`src/rtl/rate_ctrl.sv`:
```
// Rate-change controller: arbitrates two requesters and applies a new
// divider select only while the divided clock is low, then masks ticks.
module rate_ctrl #(
    parameter int         SETTLE_CYC  = 4,
    parameter logic [4:0] DEFAULT_SEL = 5'd25
) (
    input  logic       clk,
    input  logic       rst,
    input  logic       req_a,
    input  logic [4:0] sel_a,
    input  logic       req_b,
    input  logic [4:0] sel_b,
    input  logic       tick_in,
    output logic [4:0] sel,
    output logic       ack_a,
    output logic       ack_b,
    output logic       busy,
    output logic       tick_pulse,
    output logic [7:0] tick_count
);

    localparam logic [4:0] MAX_SEL = 5'd25;

    typedef enum logic [1:0] {
        IDLE,
        WAIT_LOW,
        SETTLE
    } state_t;

    state_t     state, state_d;
    logic [4:0] pending;
    logic [3:0] settle_cnt;
    logic       owner_b;
    logic       prio_b;
    logic       tick_q;

    logic       do_grant;
    logic       gnt_b;
    logic       do_apply;
    logic       do_ack;
    logic       owner_req;

    function automatic logic [4:0] clamp(input logic [4:0] v);
        return (v > MAX_SEL) ? MAX_SEL : v;
    endfunction

    assign owner_req  = owner_b ? req_b : req_a;
    assign busy       = (state != IDLE);
    assign tick_pulse = tick_in & ~tick_q & (state != SETTLE) & ~rst;

    always_ff @(posedge clk or posedge rst) begin
        if (rst) begin
            state <= IDLE;
        end else begin
            state <= state_d;
        end
    end

    always_comb begin
        state_d  = state;
        do_grant = 1'b0;
        gnt_b    = 1'b0;
        do_apply = 1'b0;
        do_ack   = 1'b0;
        unique case (state)
            IDLE: begin
                if (req_a || req_b) begin
                    do_grant = 1'b1;
                    gnt_b    = req_b & (~req_a | prio_b);
                    state_d  = WAIT_LOW;
                end
            end
            WAIT_LOW: begin
                if (pending == sel) begin
                    do_ack  = 1'b1;
                    state_d = IDLE;
                end else if (!owner_req) begin
                    state_d = IDLE;
                end else if (!tick_in) begin
                    do_apply = 1'b1;
                    do_ack   = 1'b1;
                    state_d  = SETTLE;
                end
            end
            SETTLE: begin
                if (settle_cnt <= 4'd1) begin
                    state_d = IDLE;
                end
            end
            default: state_d = IDLE;
        endcase
    end

    always_ff @(posedge clk or posedge rst) begin
        if (rst) begin
            sel        <= DEFAULT_SEL;
            pending    <= DEFAULT_SEL;
            ack_a      <= 1'b0;
            ack_b      <= 1'b0;
            tick_count <= 8'd0;
            tick_q     <= 1'b0;
            settle_cnt <= 4'd0;
            owner_b    <= 1'b0;
            prio_b     <= 1'b0;
        end else begin
            tick_q <= tick_in;
            ack_a  <= do_ack & ~owner_b;
            ack_b  <= do_ack & owner_b;
            if (do_grant) begin
                pending <= gnt_b ? clamp(sel_b) : clamp(sel_a);
                owner_b <= gnt_b;
                // Pointer moves only when both contended, so a lone
                // request does not steal the waiting side's turn.
                if (req_a && req_b) begin
                    prio_b <= ~gnt_b;
                end
            end
            if (do_apply) begin
                sel        <= pending;
                tick_count <= 8'd0;
                settle_cnt <= 4'(SETTLE_CYC);
            end else begin
                if (tick_pulse) begin
                    tick_count <= tick_count + 8'd1;
                end
                if (state == SETTLE) begin
                    settle_cnt <= settle_cnt - 4'd1;
                end
            end
        end
    end

endmodule
```
`config.mk`:
```
export PLATFORM = sky130hd
export DESIGN_NAME = rate_ctrl
export DESIGN_NICKNAME = d
export VERILOG_FILES = /design/src/rtl/rate_ctrl.sv
export SDC_FILE = /design/constraint.sdc
export NUM_CORES = 1
export LEC_CHECK = 0
export CAP_MARGIN = 20
export CORE_MARGIN = 2
export CORE_UTILIZATION = 45
export DETAILED_ROUTE_END_ITERATION = 8
export PLACE_DENSITY = 0.86
export SLEW_MARGIN = 20
export SYNTH_ARGS = -nofsm -noshare
export SYNTH_HDL_FRONTEND = slang
export SYNTH_SLANG_ARGS = --single-unit
```
`constraint.sdc`:
```
create_clock -name clk -period 1.47 [get_ports clk]
set_input_delay 0.441 -clock clk [delete_from_list [all_inputs] [get_ports clk]]
set_output_delay 0.441 -clock clk [all_outputs]
set_load 0.02 [all_outputs]
```
# Yosys cells after proc, flatten, opt, wreduce, memory -nomap -nowiden
# Index checks and enable logic that the tools add are counted.
[totals]
n_memories = 0
regBits = 29
latch_bits = 0
input_bits = 15
elab_cells = 66
mem_bits_rw = 0
mem_bits_ro = 0
out_inout_bits = 17
[op_classes]
shift = 0
mux = 24
add_sub_neg = 2
n_eq_ne = 7
bitwise = 12
n_reduce_logical = 8
n_mul = 0
n_div = 0
order_cmp = 3
[ops]
columns = ["operator", "count"]
rows = [
  ["two-way mux 8 bit", 2],
  ["two-way mux 5 bit", 3],
  ["two-way mux 1 bit", 11],
  ["greater-than comparator 5 bit, second input constant", 2],
  ["two-way mux 2 bit", 5],
  ["adder 8 x 1 -> 8 bit, second input constant", 1],
  ["two-way mux 4 bit", 2],
  ["AND 1 bit", 6],
  ["inequality test 2 bit, second input constant", 3],
  ["one-hot mux 2 bit (3 select lines)", 1],
  ["nonzero test 2 bit", 3],
  ["== test 5 bit", 1],
  ["inverter 1 bit", 5],
  ["less-or-equal comparator 4 x 1 -> 1 bit, second input constant", 1],
  ["inequality test 4 bit, second input constant", 1],
  ["subtractor 4 x 1 -> 4 bit, second input constant", 1],
  ["AND reduction 3 bit", 1],
  ["== test 2 x 1 -> 1 bit, second input constant", 1],
  ["== test 2 bit, second input constant", 1],
  ["logical NOT 2 bit", 1],
  ["AND reduction 2 bit", 1],
  ["logical AND 1 bit", 1],
  ["logical OR 1 bit", 1],
  ["bitwise OR 1 bit", 1],
]

# Logic depth before layout (Yosys ltp)
[logic_depth]
word_depth = 6
mapped_depth = 6
mapped_depth_nobuf = 5

# Worst setup path after synthesis
# Ideal clock, no wire load.
[synth_path]
path_kind = "reg2reg"
startpoint = "register sel[3]"
endpoint = "register state[0]"
path_slack_ps = -24
period_less_slack_ps = 1494
t_required_ps = 1350
path_buffers = 0
setup_time_ps = 120
arrival_ps = 1374
path_stages_with_launch = 5
cell_sequence = "dfstp_2 > xnor2_1 > nand3_1 > or3_1 > a31o_2"
[synth_via]
elab_chain_cells = 3
word_cells_on_any_way = 5
cone_classes = "eq/ne: 2; mux: 2; reduce/logical: 1"
[synth_rtl]
columns = ["element", "line", "text"]
rows = [
  ["start, declared", "14", "output logic [4:0] sel,"],
  ["start signal, assigned", "119", "sel <= pending;"],
  ["== test 5 bit (*)", "74", "if (pending == sel) begin"],
  ["inequality test 4 bit (no source line) or two-way mux 2 bit (tied branches)", "-", ""],
  ["AND reduction 3 bit (no source line) or one-hot mux 2 bit (3 select lines) (tied branches)", "-", ""],
  ["end signal, assigned", "55", "state <= state_d;"],
  ["end, declared", "30", "state_t state, state_d;"],
]
# Mark *: on every way between the ends. The rest lies on a longest branch, timed or not.
# A chain may end at the register's enable or synchronous reset.

# Worst setup path after layout
[layout_path]
startpoint = "register state[1]"
endpoint = "output port busy"
[layout_via]
elab_chain_cells = 1
[layout_rtl]
columns = ["element", "line", "text"]
rows = [
  ["nonzero test 2 bit", "48", "assign busy = (state != IDLE);"],
  ["end, declared", "17", "output logic busy,"],
]
# No other way between the ends.

==> flow_metrics.py <==
metrics = {
    "run_status": {
        "status": "finished with violations",
        "violations": "negative setup slack",
    },
    "routing": {
        "routed_wl_mm": 4.04,
        "vias": 1341,
        "vias_per_cell": 5.22,
        "drtPass1Iterations": 4,
        "drc": 0,
        "drtIter0Drc": 45,
        "routedWlPerCell_um": 15.7,
        "ant_nets": 0,
    },
    "die": {
        "initial_core_util_pct": 48.2,
        "rows": 20,
        "die_w_um": 61.7,
        "die_h_um": 61.7,
        "fp.coreArea_mm2": 0.00310,
        "io_pins": 32,
        "die-area_mm2": 0.00380,
    },
    "synth": {
        "yosysWarnings": 0,
        "synthSimpleGateAreaFrac_pct": 22.4,
        "avgSynthCellArea_um2": 10.5,
        "synth_compound_area_share_pct": 9.03,
        "async_reset_ff_share_pct": 100,
        "yosysSeqAreaShare_pct": 49.0,
        "synth_nets": 160,
        "synthDistinctLibCells": 34,
        "synth-adder-area-share_pct": 2.51,
        "synth-edff-count": 0,
        "synth_mux_area_share_pct": 5.10,
        "synth_xor_area_share_pct": 9.36,
        "syn_inst": 142,
        "synth_top_family_by_area": "simple AND/OR/NAND/NOR gates",
        "ys_seq_elements": 29,
        "synth_area_mm2": 0.00150,
        "synth_ff_type": "dfrtp_1",
    },
    "sta": {
        "clock_skew_ns": 0.0116,
        "hold_viol": 0,
        "setup_viol": 25,
        "rsz0062_at_grt": "yes",
        "slew-limit-headroom_pct": 72.8,
        "fin_crit_ns": 1.72,
        "fin_tns_setup_ns": -1.88,
        "finalCritPeriodShare_pct": 117,
        "setup_ws_ns": -0.248,
        "max_freq_ghz": 0.582,
        "maxSlewViolCount": 0,
        "worstMarginPinSlew_ns": 0.406,
    },
    "critical_path": {
        "crit_fanout": 2,
        "crit_arrival_ns": 1.28,
        "crit_required_ns": 1.03,
        "r2r_start": "state[1]$_DFFE_PP0P_",
        "rr_endpoint": "sel[2]$_DFFE_PP0P_",
        "path_class": "reg2out",
        "reg2reg_setup_slack_ns": -0.13,
        "startpoint": "state[1]$_DFFE_PP0P_",
        "r2r_cells": 6,
        "cp-end-kind": "primary output",
        "startpoint_type": "register",
    },
    "power": {
        "p_switching_mw": 1.73,
        "clockPowerShare_pct": 13.3,
        "power_switching_share_pct": 39.9,
        "max-vdd-ir-drop_mv": 1.23,
        "seqPwrFrac_pct": 33.7,
        "leakage_nw": 1.04,
        "p_comb_share_pct": 53.0,
        "powerDensity_mw_per_mm2": 1810,
        "p_int_mw": 2.61,
    },
    "final_layout": {
        "drive_gt1_share_pct": 49.8,
        "final_cells": 257,
        "num-fill-cells": 225,
        "final_nets": 230,
        "diodes": 0,
        "syn_to_final_growth_pct": 59.9,
    },
    "clock_network": {
        "cts.sinks": 29,
        "clockBufferDepth": 2,
        "cts_buffers": 5,
        "hold_buffers": 0,
        "htree_levels": 2,
        "clkTransAtPathRegs_ns": 0.10,
        "cts_tree": "built",
        "cts-root-buf": "clkbuf_4",
        "clock_latency_ns": 0.35,
    },
    "global_route": {
        "grt_pass1_wl_mm": 6.23,
        "grt_pass1_vias": 1400,
        "track_usage_pct": 23.5,
        "gr-total-overflow": 0,
        "antenna_found_initial": 0,
        "grt_max_degree": 17,
    },
    "placed_design": {
        "hpwl_mm": 2.54,
        "place_congestion": 0.781,
        "numPortBuffers": 31,
        "dp_cells": 239,
    },
    "flow_run": {
        "maxCapViolations": 0,
    },
    "hold_path": {
        "hold_class": "in2async",
    },
}
-- what timing repair did --
action	CTS	global route
cloned	1	0
gates resized for setup	83	35
setup endpoints to repair	31	33
pin swaps	8	17
setup buffers	3	7
-- state kept, by name (all words and copies together), names as in the netlist --
| register | flops |
|---|---|
| tick_count | 8 |
| ack_b | 1 |
| prio_b | 1 |
| tick_q | 1 |
| state | 2 |
| ack_a | 1 |
| sel | 5 |
| settle_cnt | 4 |
| owner_b | 1 |
| pending | 5 |
-- layer usage --
layer | global-route usage (%) | part of all wire, %
met1 | 26.6 | 39
met2 | 40.9 | 54
met3 | 8.19 | 5.9
met4 | 8.21 | 1.3
met5 | 0 | 0
-- worst max-delay path: stages (launching register included) --
cell	delay (ns)
dfrtp_1	0.40
buf_4	0.14
buf_6	0.11
nor2_4	0.11
inv_2	0.06
buf_6	0.13
-- power groups by stage --
stage	clock network [mW]	registers (mW)	logic, mW
floorplan	0	1.53	0.830
detailed placement	0	1.40	1.72
global route	0.617	1.49	2.46
finish	0.576	1.46	2.30
global placement	0	1.38	1.64
CTS	0.586	1.41	1.93
-- cells by family after synthesis --
family          count (synthesis)
compound gates                 21
xor+xnor                       16
fa+ha+maj                       3
buf+inv                         8
flops                          29
mux                             7
simple gates                   58
-- layout make-up --
type	count	area, um^2	area share (%)
Multi-Input combinational cell	106	930	38.9
Sequential cell	29	734	30.7
Timing Repair Buffer	65	584	24.4
Clock buffer	7	65.1	2.72
Tap cell	44	55.1	2.30
Inverter	5	18.8	0.785
Clock inverter	1	5.00	0.209
-- stage by stage --
stage / hold slack (ns) / setup WS, ns / total power [mW] / instance area, um^2 / util (%)
2_1_floorplan: 0.448 / -0.0244 / 2.36 / 1500 / -
3_3_place_gp: 0.456 / -0.754 / 3.02 / 2040 / 65.8
3_5_place_dp: 0.481 / -0.759 / 3.12 / 2040 / 65.8
4_1_cts: 0.491 / -0.226 / 3.93 / 2250 / 72.4
5_1_grt: 0.346 / -0.303 / 4.57 / 2390 / 77.1
6_report: 0.308 / -0.248 / 4.34 / 2390 / 77.1
-- cell usage in the layout, fill, tap and decap left out, types with 2 or more instances in the layout --
| cell type | synthesis | routed |
|---|---|---|
| nand2b_1 | 6 | 4 |
| xnor2_2 | 0 | 2 |
| ha_1 | 3 | 3 |
| nand2_1 | 12 | 12 |
| buf_2 | 1 | 4 |
| inv_1 | 5 | 4 |
| nor4_4 | 0 | 3 |
| a21oi_1 | 3 | 3 |
| buf_4 | 2 | 30 |
| nor3_2 | 1 | 3 |
| dfrtp_1 | 23 | 22 |
| clkbuf_4 | 0 | 5 |
| o31a_4 | 0 | 2 |
| nor2_2 | 0 | 8 |
| mux2_4 | 0 | 5 |
| buf_6 | 0 | 8 |
| dfstp_2 | 6 | 6 |
| xor2_1 | 5 | 5 |
| xnor2_1 | 11 | 9 |
| clkdlybuf4s15_2 | 0 | 6 |
| nand2b_4 | 0 | 2 |
| nor2_1 | 20 | 11 |
| a31oi_1 | 3 | 2 |
| nand3_2 | 0 | 2 |
| nand3_1 | 5 | 3 |
| o21ai_1 | 0 | 2 |
| clkdlybuf4s50_1 | 0 | 12 |
| o21ai_0 | 6 | 4 |
| a211oi_2 | 0 | 3 |
| clkdlybuf4s15_1 | 0 | 2 |
| clkbuf_8 | 0 | 2 |
-- synth_stat cells (all sizes together) (5+ instances only) --
library cell / instances / share of area [%]
dfrtp: 23 / 38
dfstp: 6 / 11
inv: 5 / 1.3
mux2: 5 / 3.8
nand2: 12 / 3.0
nand2b: 6 / 2.5
nand3: 5 / 1.7
nor2: 20 / 5.0
nor3: 5 / 2.8
o21ai: 6 / 2.0
xnor2: 11 / 6.4
xor2: 5 / 2.9
-- worst max path at each step --
stage          slack [ns]                    to  cells past startpoint
5_1_grt             -0.30                  busy                      5
3_5_place_dp        -0.76            tick_pulse                      4
6_report            -0.25                  busy                      5
3_3_place_gp        -0.75            tick_pulse                      4
4_1_cts             -0.23            tick_pulse                      3
2_1_floorplan       -0.02  state[0]$_DFFE_PP0P_                      4
(Power assumes the default switching activity.)
